$ cat src/rtl/regbank_arbiter.sv
// -----------------------------------------------------------------------------
// regbank_arbiter
//
// Owns the 8-byte peripheral register bank and arbitrates access to it from
// two masters:
//   * Port A (I2C slave application side) issues one-cycle strobes that cannot
//     be stalled. One access is buffered in a pending slot until it is granted.
//   * Port B (local dice/display logic) uses a req/ack handshake.
// At most one bank access completes per clock. Ties go round-robin.
//
// Handshake semantics (both ports):
//   Port A: a_wen/a_ren are single-cycle strobes sampled at the rising edge.
//           a_wen wins if both are high. The access completes with a one-cycle
//           a_rvalid pulse; a_rdata is valid only while a_rvalid=1 (a write
//           returns the written data).
//   Port B: b_req is raised with b_we/b_addr/b_wdata stable and held until
//           b_ack. b_ack is a one-cycle pulse; b_rdata is valid only while
//           b_ack=1. The b_ack cycle is never re-granted, so the requester may
//           drop b_req during or one cycle after the b_ack cycle.
//
// Ports:
//   clk, rst_n          clock, synchronous active-low reset
//   a_wen, a_ren        port A write/read strobes
//   a_addr, a_wdata     port A address / write data
//   a_rvalid, a_rdata   port A completion pulse / read data
//   a_overflow          sticky: a port A strobe was dropped
//   clr_ovf             clears a_overflow (a new drop in the same cycle wins)
//   b_req, b_we         port B request / write-not-read
//   b_addr, b_wdata     port B address / write data
//   b_ack, b_rdata      port B completion pulse / read data
//   bank_q              flat view of the bank, byte n at [8n+7:8n]
// -----------------------------------------------------------------------------
module regbank_arbiter (
    input  logic        clk,
    input  logic        rst_n,
    input  logic        a_wen,
    input  logic        a_ren,
    input  logic [2:0]  a_addr,
    input  logic [7:0]  a_wdata,
    output logic        a_rvalid,
    output logic [7:0]  a_rdata,
    output logic        a_overflow,
    input  logic        clr_ovf,
    input  logic        b_req,
    input  logic        b_we,
    input  logic [2:0]  b_addr,
    input  logic [7:0]  b_wdata,
    output logic        b_ack,
    output logic [7:0]  b_rdata,
    output logic [63:0] bank_q
);

    // -------------------------------------------------------------------------
    // State
    // -------------------------------------------------------------------------
    logic [7:0] bank [8];

    // Port A pending slot
    logic       pend_v;
    logic       pend_we;
    logic [2:0] pend_addr;
    logic [7:0] pend_wdata;

    // 1 = port B received the most recent grant. Resets to B so that A wins
    // the first tie.
    logic       last_grant_b;

    // -------------------------------------------------------------------------
    // Arbitration
    // -------------------------------------------------------------------------
    logic       a_strobe;
    logic       b_elig;
    logic       grant_a;
    logic       grant_b;
    logic       a_capture;
    logic       a_drop;

    // Shared access path: only one port is granted per edge, so a single
    // read/write datapath is muxed between the two.
    logic       acc_we;
    logic [2:0] acc_addr;
    logic [7:0] acc_wdata;
    logic [7:0] acc_result;

    always_comb begin
        a_strobe = a_wen | a_ren;

        // b_ack high means this request was just serviced; masking it lets the
        // requester drop b_req one cycle late without a duplicate access.
        b_elig   = b_req & ~b_ack;

        grant_a  = pend_v & (~b_elig | last_grant_b);
        grant_b  = b_elig & (~pend_v | ~last_grant_b);

        // The slot is free if empty or being drained at this very edge, which
        // makes back-to-back strobes lossless.
        a_capture = a_strobe & (~pend_v | grant_a);
        a_drop    = a_strobe & pend_v & ~grant_a;

        acc_we    = 1'b0;
        acc_addr  = 3'd0;
        acc_wdata = 8'h00;
        if (grant_a) begin
            acc_we    = pend_we;
            acc_addr  = pend_addr;
            acc_wdata = pend_wdata;
        end else if (grant_b) begin
            acc_we    = b_we;
            acc_addr  = b_addr;
            acc_wdata = b_wdata;
        end

        // Reads return the bank contents before this edge's write; writes
        // echo their own data.
        acc_result = acc_we ? acc_wdata : bank[acc_addr];
    end

    // -------------------------------------------------------------------------
    // Sequential
    // -------------------------------------------------------------------------
    always_ff @(posedge clk) begin
        if (!rst_n) begin
            for (int i = 0; i < 8; i++) begin
                bank[i] <= 8'h00;
            end
            pend_v       <= 1'b0;
            pend_we      <= 1'b0;
            pend_addr    <= 3'd0;
            pend_wdata   <= 8'h00;
            last_grant_b <= 1'b1;
            a_rvalid     <= 1'b0;
            a_rdata      <= 8'h00;
            b_ack        <= 1'b0;
            b_rdata      <= 8'h00;
            a_overflow   <= 1'b0;
        end else begin
            // Bank write
            if ((grant_a | grant_b) && acc_we) begin
                bank[acc_addr] <= acc_wdata;
            end

            // Completion pulses
            a_rvalid <= grant_a;
            b_ack    <= grant_b;
            if (grant_a) begin
                a_rdata <= acc_result;
            end
            if (grant_b) begin
                b_rdata <= acc_result;
            end

            // Round-robin history
            if (grant_a) begin
                last_grant_b <= 1'b0;
            end else if (grant_b) begin
                last_grant_b <= 1'b1;
            end

            // Pending slot: capture has priority over drain so that a strobe
            // arriving on the drain edge refills the slot.
            if (a_capture) begin
                pend_v     <= 1'b1;
                pend_we    <= a_wen;
                pend_addr  <= a_addr;
                pend_wdata <= a_wdata;
            end else if (grant_a) begin
                pend_v     <= 1'b0;
            end

            // Sticky overflow: a drop in the same cycle beats clr_ovf.
            if (a_drop) begin
                a_overflow <= 1'b1;
            end else if (clr_ovf) begin
                a_overflow <= 1'b0;
            end
        end
    end

    // -------------------------------------------------------------------------
    // Flat export
    // -------------------------------------------------------------------------
    for (genvar n = 0; n < 8; n++) begin : g_bank_q
        assign bank_q[8*n +: 8] = bank[n];
    end

endmodule

$ cat config.mk
export PLATFORM = sky130hd
export DESIGN_NAME = regbank_arbiter
export DESIGN_NICKNAME = d
export VERILOG_FILES = /design/src/rtl/regbank_arbiter.sv
export SDC_FILE = /design/constraint.sdc
export NUM_CORES = 1
export LEC_CHECK = 0
export ABC_AREA = 1
export BUFFER_PORTS_ARGS = -buffer_cell sky130_fd_sc_hd__buf_2
export CAP_MARGIN = 25
export CORE_MARGIN = 3
export CORE_UTILIZATION = 52
export DETAILED_ROUTE_END_ITERATION = 8
export GPL_TIMING_DRIVEN = 0
export PLACE_DENSITY = 0.78
export SETUP_SLACK_MARGIN = 0.15
export SLEW_MARGIN = 0
export SYNTH_ARGS = -nofsm -noshare
export SYNTH_HDL_FRONTEND = slang
export SYNTH_SLANG_ARGS = --single-unit
export TNS_END_PERCENT = 1
$ cat constraint.sdc
create_clock -name clk -period 2.9 [get_ports clk]
set_clock_uncertainty 0.15 [all_clocks]
set_input_delay 0.435 -clock clk [delete_from_list [all_inputs] [get_ports clk]]
set_output_delay 0.435 -clock clk [all_outputs]
set_load 0.05 [all_outputs]
# Yosys cells after proc, flatten, opt, wreduce, memory -nomap -nowiden
# Memory sizes are Yosys's and may differ from the RTL's.
# Index checks and enable logic that the tools add are counted.
[word_totals]
regBits = 33
ramBits = 64
input_bits = 29
word_cells = 52
memories = 1
[mem_list]
columns = ["memory", "words", "width", "rd", "rd_clocked_by_memory_dff", "write_ports", "line_no", "rtl"]
rows = [
  ["bank", 8, 8, 9, 0, 8, "56", "logic [7:0] bank [8];"],
]
[classes]
n_mux = 20
bitwise = 16
n_reduce_logical = 5
[ops]
columns = ["op", "n"]
rows = [
  ["8-bit 2-to-1 mux", 4],
  ["1-bit 2-to-1 mux", 13],
  ["3-bit 2-to-1 mux", 3],
  ["8-bit OR reduction", 1],
  ["1-bit AND", 6],
  ["2-bit nonzero test", 3],
  ["1-bit NOT", 5],
  ["1-bit OR", 5],
  ["1-bit logical AND", 1],
]

# Depth between registers and ports, before layout
[depth]
ltp_word = 12
depth_mapped = 13
mapped_depth_nobuf = 12

# Worst setup path after synthesis
# Ideal clock, no wire load.
[synth_path]
kind = "register -> register"
from = "reg b_ack"
to = "mem bank[1][0] (enable)"
setup_ps = 329
t_arrival_ps = 1938
required_ps = 2421
setup_slack_ps = 483
path_stages_with_launch = 10
n_path_buf = 1
synth_period_minus_slack_ps = 2417
path_cell_list = "dfxtp_1 inv_2 nand3_4 nand3_4 nand2_4 inv_2 buf_4 nor2_2 nand2_1 nand2_1"
[synth_lines]
columns = ["element", "line_no", "rtl"]
rows = [
  ["start: declaration", "48", "output logic b_ack,"],
  ["start signal: assignment", "144", "b_ack <= grant_b;"],
  ["end: declaration", "56", ""],
]

==> results.yml <==
critical_path:
  critPathMaxStageDelay_ps: 370
  cp-end-kind: "register"
  crit_family: "simple AND/OR/NAND/NOR gates"
  timing.critical_path.from_type: "register"
  worst_path_cell_with_the_longest_stage_delay: "nand2_1"
  timing.critical_path.buf_inv: 3
  critical_path_required_ps: 2780
  cp_max_fo: 10
  crit_path_cell_trace: "buf_4 -> nand2_2 -> nand4_4 -> nand2_4 -> inv_2 -> buf_4 -> nor2_2 -> nand2_1 -> nand2_1"
  criticalPathCategory: "register to register"
  crit_arrival_ps: 2480
timing:
  shortest_period_the_worst_path_allows_ps: 2596
  timing.fmax_mhz: 385.2
  timing.slew.headroom: 0.6100
  report.final.slew_viol_count: 0
  worstMarginPinSlew_ps: 585.0
  final-setup-viol-count: 0
  layout_worst_path_cycle_share: 0.8953
  finalHoldViolations: 0
  setup_repair_after_global_routing_missed_its_margin: "no"
  timing.final.ws_setup_ps: 303.7
  tns_ps: 0
pwr:
  leakagePower_nw: 2.508
  power.total_mw: 3.241
  irDropWorstVdd_mv: 0.3189
  power_density_nw_per_um2: 603.7
cts:
  hold_buffers: 0
  clkSlewWorstSetupHoldPaths_ps: 80
  cts.repair_timing.setup_buffer_count: 0
  clock_sink_count: 97
  post_cts.resized_instances: 0
  clk-insertion-delay-late_ps: 370
  cts-root-to-sink-buffers: 2
  cts-buffers-inserted: 9
  cts_htree_levels: 3
  tritoncts: "yes"
  clock-root-buffer: "clkbuf_8"
route:
  routed_wirelength_mm: 12.53
  drc: 0
  detail_route.wl_per_cell_um: 16.79
  route.detailed.vias_per_inst: 5.499
  antenna_left: 0
  drt_first_pass_iters: 5
  first_iter_violations: 356
  vias: 4102
placement:
  place.port_buffers: 111
  post-dp-hpwl_mm: 9.114
  gp_routability_congestion: 0.9257
  detailedPlace.worstSlack_ps: 242.4
yosys:
  dominant_combinational_cell_family_by_area_after_synthesis: "simple AND/OR/NAND/NOR gates"
  synth_simple_gate_area_share: 0.2722
  synthDistinctLibCells: 29
  synthXorXnorAreaFrac: 0
  synth.largest_area_cell: "edfxtp_1"
  post_synthesis_sequential_area_ratio: 0.5775
  cell_count_after_synthesis: 514
  synth-adder-area-share: 0
  post_synth.cell_area_avg_sq_um: 8.700
  synth_warnings: 0
  synth_compound_area_frac: 0.08254
  syn-num-nets: 543
  post_synth_instance_area_sq_um: 4472
  synth.area.top_cells: "edfxtp_1 (43%), dfxtp_1 (15%), nor2_1 (10%), nand2_1 (8.4%), inv_1 (4.1%)"
  share_of_synthesized_area_spent_on_multiplexers: 0
  yosys.area.top_type_share: 0.4298
  ys_ff_latch: 97
floorplanning:
  start_util: 0.5388
  dieArea_sq_um: 9749
  chipHeight_um: 98.74
  placementRows: 33
  die_width_um: 98.74
  core-area_sq_um: 8299
  io_pins: 112
global_routing:
  first_pass_grt_wire_length_mm: 19.67
  number_of_antenna_violations_at_the_first_check_in_global_routing: 0
  first_global_vias: 3941
  overflow: 0
  grt_use_total: 0.2600
  grt_max_degree: 16
job:
  max-cap-violations: 0
cells_and_area:
  insertedDiodeCount: 0
  final-seq-area_sq_um: 2582
  syn2layout_area_growth_pct: 20.06
  final_util: 0.6469
  num-fill-cells: 726
  multi_input_comb_area_sq_um: 1587
  finalNetCount: 665
  layout-drive-gt1-share: 0.2387
run_status:
  run_status: "completed"
min_path:
  timing.hold.worst.class: "primary input to register"
[worst reg2reg max path: stages, from the launching register on]
cell,delay [ps]
dfxtp_1,310
buf_4,170
nand2_2,120
nand4_4,170
nand2_4,200
inv_2,90
buf_4,190
nor2_2,230
nand2_1,270
nand2_1,370
[cells in the mapped netlist, drive strengths merged]
| cell | instances |
|---|---|
| nand3b | 18 |
| nand3 | 25 |
| buf | 9 |
| inv | 55 |
| nand4 | 4 |
| clkinv | 4 |
| dfxtp | 33 |
| edfxtp | 64 |
| nand2 | 104 |
| o22ai | 3 |
| a31oi | 1 |
| o211ai | 2 |
| nor2 | 125 |
| o21ai | 30 |
| a22o | 6 |
| a21oi | 21 |
| clkbuf | 8 |
| o21bai | 2 |
[flip-flops by register name, indices dropped and copies added, names as in the netlist]
register      count
a_rvalid          1
b_rdata           8
a_overflow        1
bank             64
last_grant_b      1
pend_wdata        8
b_ack             1
pend_addr         3
a_rdata           8
pend_we           1
pend_v            1
[worst paths after layout]
check	endpoint	slack, ps	from	cells past startpoint
setup reg to reg	bank[5][1]$_SDFFCE_PN0P_	300	pend_v$_SDFFE_PN0P_	9
setup / recovery	bank[5][1]$_SDFFCE_PN0P_	300	pend_v$_SDFFE_PN0P_	9
hold reg to reg	pend_wdata[7]$_SDFFE_PN0P_	310	pend_wdata[7]$_SDFFE_PN0P_	2
hold / removal	pend_wdata[6]$_SDFFE_PN0P_	150	a_wdata[6]	3
[metal layers]
| layer | wire, um | global-route usage | vias up | share of wire |
|---|---|---|---|---|
| met1 | 5088 | 0.3512 | 1922 | 0.41 |
| met5 | 0 | 0 | - | 0 |
| met4 | 431 | 0.1061 | 0 | 0.034 |
| met3 | 1130 | 0.04883 | 38 | 0.090 |
| met2 | 5877 | 0.4160 | 227 | 0.47 |
| li1 | - | - | 1915 | - |
[cells by family after synthesis]
kind of cell | after synthesis
flops | 97
compound gates | 65
buf+inv | 76
simple gates | 276
[power breakdown]
group | switching (mW) | internal (mW)
clock | 0.461 | 0.439
sequential | 0.0450 | 1.55
combinational | 0.572 | 0.173
total | 1.08 | 2.16
[layout make-up]
class / instances / share of cell area
inverters: 59 / 0.04125
flip-flops and latches: 97 / 0.4810
multi-input cells: 341 / 0.2955
plain buffers: 17 / 0.01515
clock buffers: 13 / 0.03566
repair buffers: 111 / 0.1035
clock inverters: 3 / 0.003496
well taps: 105 / 0.02447
[layout by cell type, fill, tap and decap left out]
cell / synthesis / routed
clkinv_2: 0 / 2
nand3_4: 2 / 2
clkinv_1: 4 / 4
o22ai_1: 2 / 2
nand2_2: 3 / 3
o21bai_1: 2 / 2
inv_1: 49 / 49
o21ai_0: 28 / 28
a21oi_1: 21 / 21
buf_1: 1 / 1
clkbuf_8: 0 / 10
nand2_1: 100 / 100
a22o_1: 6 / 6
clkinv_4: 0 / 1
o22ai_2: 1 / 1
nand4_1: 3 / 3
nand4_4: 1 / 1
edfxtp_1: 64 / 64
dfxtp_1: 33 / 33
nand3_1: 23 / 23
nand2_4: 1 / 1
clkbuf_1: 8 / 9
buf_4: 3 / 3
nor2_4: 1 / 1
nor2_2: 4 / 4
nor2_1: 120 / 120
clkbuf_16: 0 / 2
buf_2: 5 / 116
nand3b_1: 18 / 18
o211ai_1: 2 / 2
a31oi_1: 1 / 1
o21ai_1: 2 / 2
inv_2: 6 / 6
[through the flow]
stage | cell area, sq um | instances | hold WS (ps)
after floorplan | 4472 | 514 | 280.3
after global placement | 5159 | 730 | 295.4
after detailed placement | 5159 | 730 | 300.3
after CTS | 5369 | 746 | 140.3
after global routing | 5369 | 746 | 164.3
final | 5369 | 746 | 145.7
Power figures use the tool's default switching activity.
